==> config.mk <==
export PLATFORM = sky130hd
export DESIGN_NAME = branch_predictor
export DESIGN_NICKNAME = d
export VERILOG_FILES = /design/src/rtl/branch_predictor.sv
export SDC_FILE = /design/constraint.sdc
export NUM_CORES = 2
export LEC_CHECK = 0
export CAP_MARGIN = 10
export CORE_MARGIN = 2
export CORE_UTILIZATION = 57
export CTS_BUF_LIST = sky130_fd_sc_hd__clkbuf_4 sky130_fd_sc_hd__clkbuf_8
export DETAILED_ROUTE_END_ITERATION = 7
export PLACE_DENSITY = 0.76
export SETUP_SLACK_MARGIN = 0.02
export SYNTH_ARGS = -nofsm -noshare
export SYNTH_HDL_FRONTEND = slang
export SYNTH_SLANG_ARGS = --single-unit
==> constraint.sdc <==
create_clock -name clk -period 5.7 [get_ports clk]
set_clock_uncertainty 0.1 [all_clocks]
set_input_delay 0.57 -clock clk [delete_from_list [all_inputs] [get_ports clk]]
set_output_delay 0.57 -clock clk [all_outputs]
set_load 0.005 [all_outputs]
==> src/rtl/branch_predictor.sv <==
// IF-stage branch predictor: direct-mapped BTB with 2-bit saturating counters,
// EXE-stage resolution/update, mispredict flush request and hit/miss statistics.
module branch_predictor #(
  parameter int unsigned IDX_BITS  = 4,
  parameter int unsigned CNT_WIDTH = 16
) (
  input  logic                 clk,
  input  logic                 rst,
  input  logic [31:0]          if_pc,
  output logic                 pred_taken,
  output logic [31:0]          pred_target,
  output logic [31:0]          next_pc,
  input  logic                 res_valid,
  input  logic [31:0]          res_pc,
  input  logic                 res_taken,
  input  logic [31:0]          res_target,
  input  logic                 res_pred_taken,
  input  logic [31:0]          res_pred_target,
  output logic                 predict_wrong,
  output logic [31:0]          fix_pc,
  input  logic                 stat_clr,
  output logic [CNT_WIDTH-1:0] branch_cnt,
  output logic [CNT_WIDTH-1:0] miss_cnt
);

  localparam int unsigned ENTRIES = 1 << IDX_BITS;
  localparam int unsigned TAG_W   = 30 - IDX_BITS;

  logic             valid_q [ENTRIES];
  logic [TAG_W-1:0] tag_q   [ENTRIES];
  logic [1:0]       ctr_q   [ENTRIES];
  logic [29:0]      tgt_q   [ENTRIES];

  logic [IDX_BITS-1:0] lk_idx;
  logic [TAG_W-1:0]    lk_tag;
  logic                lk_hit;
  logic [IDX_BITS-1:0] res_idx;
  logic [TAG_W-1:0]    res_tag;
  logic                res_hit;

  // Lookup reads only the registered table, so a same-index update is not visible until next cycle.
  always_comb begin
    lk_idx      = if_pc[IDX_BITS+1:2];
    lk_tag      = if_pc[31:IDX_BITS+2];
    lk_hit      = valid_q[lk_idx] && (tag_q[lk_idx] == lk_tag);
    pred_taken  = lk_hit && ctr_q[lk_idx][1];
    pred_target = if_pc + 32'd4;
    if (pred_taken) begin
      pred_target = {tgt_q[lk_idx], 2'b00};
    end
  end

  always_comb begin
    res_idx       = res_pc[IDX_BITS+1:2];
    res_tag       = res_pc[31:IDX_BITS+2];
    res_hit       = valid_q[res_idx] && (tag_q[res_idx] == res_tag);
    predict_wrong = res_valid &&
                    ((res_taken != res_pred_taken) ||
                     (res_taken && (res_target != res_pred_target)));
    fix_pc        = res_taken ? res_target : (res_pc + 32'd4);
    next_pc       = predict_wrong ? fix_pc : pred_target;
  end

  always_ff @(posedge clk or negedge rst) begin
    if (!rst) begin
      for (int i = 0; i < int'(ENTRIES); i++) begin
        valid_q[i] <= 1'b0;
        tag_q[i]   <= '0;
        ctr_q[i]   <= 2'b01;
        tgt_q[i]   <= '0;
      end
    end else if (res_valid) begin
      if (res_hit) begin
        if (res_taken) begin
          if (ctr_q[res_idx] != 2'b11) begin
            ctr_q[res_idx] <= ctr_q[res_idx] + 2'd1;
          end
          tgt_q[res_idx] <= res_target[31:2];
        end else if (ctr_q[res_idx] != 2'b00) begin
          ctr_q[res_idx] <= ctr_q[res_idx] - 2'd1;
        end
      end else if (res_taken) begin
        // Taken miss allocates (or evicts an alias) as weakly taken.
        valid_q[res_idx] <= 1'b1;
        tag_q[res_idx]   <= res_tag;
        ctr_q[res_idx]   <= 2'b10;
        tgt_q[res_idx]   <= res_target[31:2];
      end
    end
  end

  // Saturating statistics; clear wins over increment.
  always_ff @(posedge clk or negedge rst) begin
    if (!rst) begin
      branch_cnt <= '0;
      miss_cnt   <= '0;
    end else if (stat_clr) begin
      branch_cnt <= '0;
      miss_cnt   <= '0;
    end else begin
      if (res_valid && (branch_cnt != {CNT_WIDTH{1'b1}})) begin
        branch_cnt <= branch_cnt + CNT_WIDTH'(1);
      end
      if (predict_wrong && (miss_cnt != {CNT_WIDTH{1'b1}})) begin
        miss_cnt <= miss_cnt + CNT_WIDTH'(1);
      end
    end
  end

endmodule
==> impl_metrics.toml <==
[timing]
slew_violations = 0
timing.fmax_ghz = 0.1785
finalSetupViolCount = 0
relSlewSlack_pct = 13.09
rsz0062_at_grt = "true"
post-route-period-util_pct = 98.26
finalHoldViolations = 0
fin_hold_ws_ns = 0.2621
layout_min_cycle_time_ns = 5.601
worst_pin_slew_ns = 1.301

[drt]
highest_layer = "met5"
via_per_inst = 6.658
dr.pass1.iters = 6
totalWireLength_um = 163700
postRouteAntennaNets = 0
wl_met1_um = 62900
dr_wl_met2_um = 73780
num_vias = 36550
wl_per_cell_um = 29.82
dr_wl_met3_um = 19980
drtIter0Drc = 4332
drc = 0

[logic_synthesis]
synth.avg_cell_area_um2 = 13.22
ys_warn_count = 0
synth-edff-count = 0
syn_nets = 4011
ys_ff_latch = 976
syn_area_um2 = 51130
yosysSeqAreaShare_pct = 47.81
postSynthCellCount = 3868
synth-main-ff-cell = "dfrtp_1"
synth_cell_type_count = 68
ys_async_sr_fraction_pct = 100.0

[floorplan]
dieWidth_um = 303.5
initial_core_util_pct = 57.68
die_height_um = 303.5
io_pins = 264
rows = 109
die_area_um2 = 92120
fp.coreArea_um2 = 88650

[worst_setup_path]
critPathCaptureType = "output pin"
critPathKind = "reg2out"
worstPathRequired_ns = 5.03
path_max_fanout = 5
cp.arrival_ns = 4.93
startpoint_type = "flop"

[grt]
gr-usage-all-layers_pct = 36.19
grt_antenna_before_repair = 11
grt_pass1_wl_um = 243100
grt_pass1_vias = 37090
gr-total-overflow = 0
grt_max_degree = 170

[layout]
fillCellCount = 6305
seq_area_um2 = 24440
area_growth_pct = 17.56
multi_input_area_um2 = 25490
nets = 4339
drive_gt1_share_pct = 42.92
final_util_pct = 67.81

[cts]
clk_pin_slew_worst_paths_ns = 0.06
cts_buffer_depth = 3
htree_levels = 4
numCtsBuffers = 160
clkLatencyLatePin_ns = 0.86
tritoncts = "yes"
cts.sinks = 976
cts-root-buf = "clkbuf_8"

[run]
drv_cap = 0

[pwr]
sw_frac_of_total_pct = 28.26
clkPwrFrac_pct = 33.7
p_total_mw = 19.86
power.internal_mw = 14.25
p_comb_share_pct = 20.7
leakage_nw = 26.99
power_density_nw_per_um2 = 330.5
ir_drop_mv = 0.2395
p_seq_share_pct = 45.6
p_switching_mw = 5.612

[min_path]
hp-class = "in2async"

[placed_design]
gp_congestion = 0.9444
hpwl_um = 102000
portBuffers = 263

[status]
status = "finished clean"
## metrics by stage
step,setup TNS (ns),worst slack [ns],area [um2],cells
2_1_floorplan,0,0.4652,51130,3868
6_report,0,0.09910,60110,5490
3_3_place_gp,0,0.01526,56030,5169
5_1_grt,0,0.002361,60110,5489
4_1_cts,-0.1629,-0.05515,59880,5475
3_5_place_dp,-0.02983,-0.02983,56030,5169
## critical path: stages, from the launching register on
cell and delay, ns:
dfrtp_1 0.41, mux4_2 0.47, mux4_2 0.50, xnor2_2 0.18, nand2_1 0.11, or3_1 0.33
or4_4 0.54, nor4_4 0.21, buf_6 0.17, buf_12 0.11, buf_16 0.16, buf_12 0.12
buf_4 0.10, mux2_4 0.29, mux2_2 0.26, clkbuf_2 0.11
## what timing repair did
action	CTS	global route
hold buffers	1	0
resized for setup	52	54
cloned	3	0
pin swaps	4	0
buffers inserted	14	12
setup endpoints to repair	62	34
hold endpoints to repair	82	0
## sequential cells by signal (all words and copies together), names as in the netlist
register / flops
branch_cnt: 16
tgt_q: 480
ctr_q: 32
valid_q: 16
tag_q: 416
miss_cnt: 16
## path summary, 6_finish.rpt
path                                  from          end  slack [ns]  depth (start not counted)
worst max register to register  tag_q[201]   tag_q[144]        1.26                         11
worst min register to register  tgt_q[410]   tgt_q[410]        0.37                          2
worst max-delay path            tag_q[199]  next_pc[13]         0.1                         15
min in group clk                tgt_q[410]   tgt_q[410]        0.37                          2
worst min-delay path                   rst   tgt_q[269]        0.26                          2
max in group asynchronous              rst    tgt_q[34]        3.76                          3
## cells by family after synthesis
family	Yosys count	synth area share (%)
AOI/OAI and AO/OA	160	2.149
xor gates and xnor gates	162	2.775
adders and majority gates	9	0.2202
buffers and inverters	373	3.005
DFF	976	47.81
muxes	1310	36.56
and+or+nand+nor	878	7.486
## per-layer routing
layer / global-route usage [%] / up-vias
li1: - / 14780
met1: 49.17 / 19000
met2: 53.53 / 2299
met3: 11.77 / 465
met4: 16.41 / 10
met5: 0 / -
## cells in the final DEF (no fill, tap or decap), types with 22 or more instances in the layout
cell type	n
clkbuf_4	39
clkdlybuf4s50_1	213
dfrtp_1	960
buf_4	223
nand3_1	45
mux2_4	22
and3_1	28
xor2_1	92
mux4_2	362
nand2_1	560
clkbuf_8	215
nor2_1	65
mux2_2	818
xnor2_1	66
buf_12	32
o21ai_0	54
mux2i_1	107
a22oi_1	24
nand4_1	35
## cells in the mapped netlist (all sizes together), types with 28 or more instances
| master | number | area share [%] |
|---|---|---|
| dfrtp | 960 | 47 |
| mux2 | 840 | 18 |
| nand4 | 35 | 0.43 |
| nand3 | 53 | 0.52 |
| clkbuf | 212 | 1.6 |
| and3 | 28 | 0.34 |
| xnor2 | 70 | 1.2 |
| o21ai | 54 | 0.53 |
| nor2 | 83 | 0.61 |
| buf | 146 | 1.3 |
| mux4 | 362 | 16 |
| mux2i | 108 | 2.1 |
| nand2 | 566 | 4.2 |
| xor2 | 92 | 1.6 |
## layout make-up
cell class	count	share of cell area (%)
tap	1165	2.425
antenna	3	0.01249
clock inverter	35	0.5308
multi-input combinational	2519	42.41
timing repair buffer	524	8.474
inverter	15	0.09367
clock buffer	253	5.387
sequential	976	40.67
## power groups by stage
stage          clock, mW  sequential [mW]  combinational [mW]
2_1_floorplan          0             8.81                2.81
3_3_place_gp           0             9.05                3.91
3_5_place_dp           0             9.12                4.02
4_1_cts             6.74             9.01                4.07
5_1_grt             7.06             9.18                4.38
6_report            6.69             9.06                4.12
No activity file was read; power rests on OpenSTA's default activity.
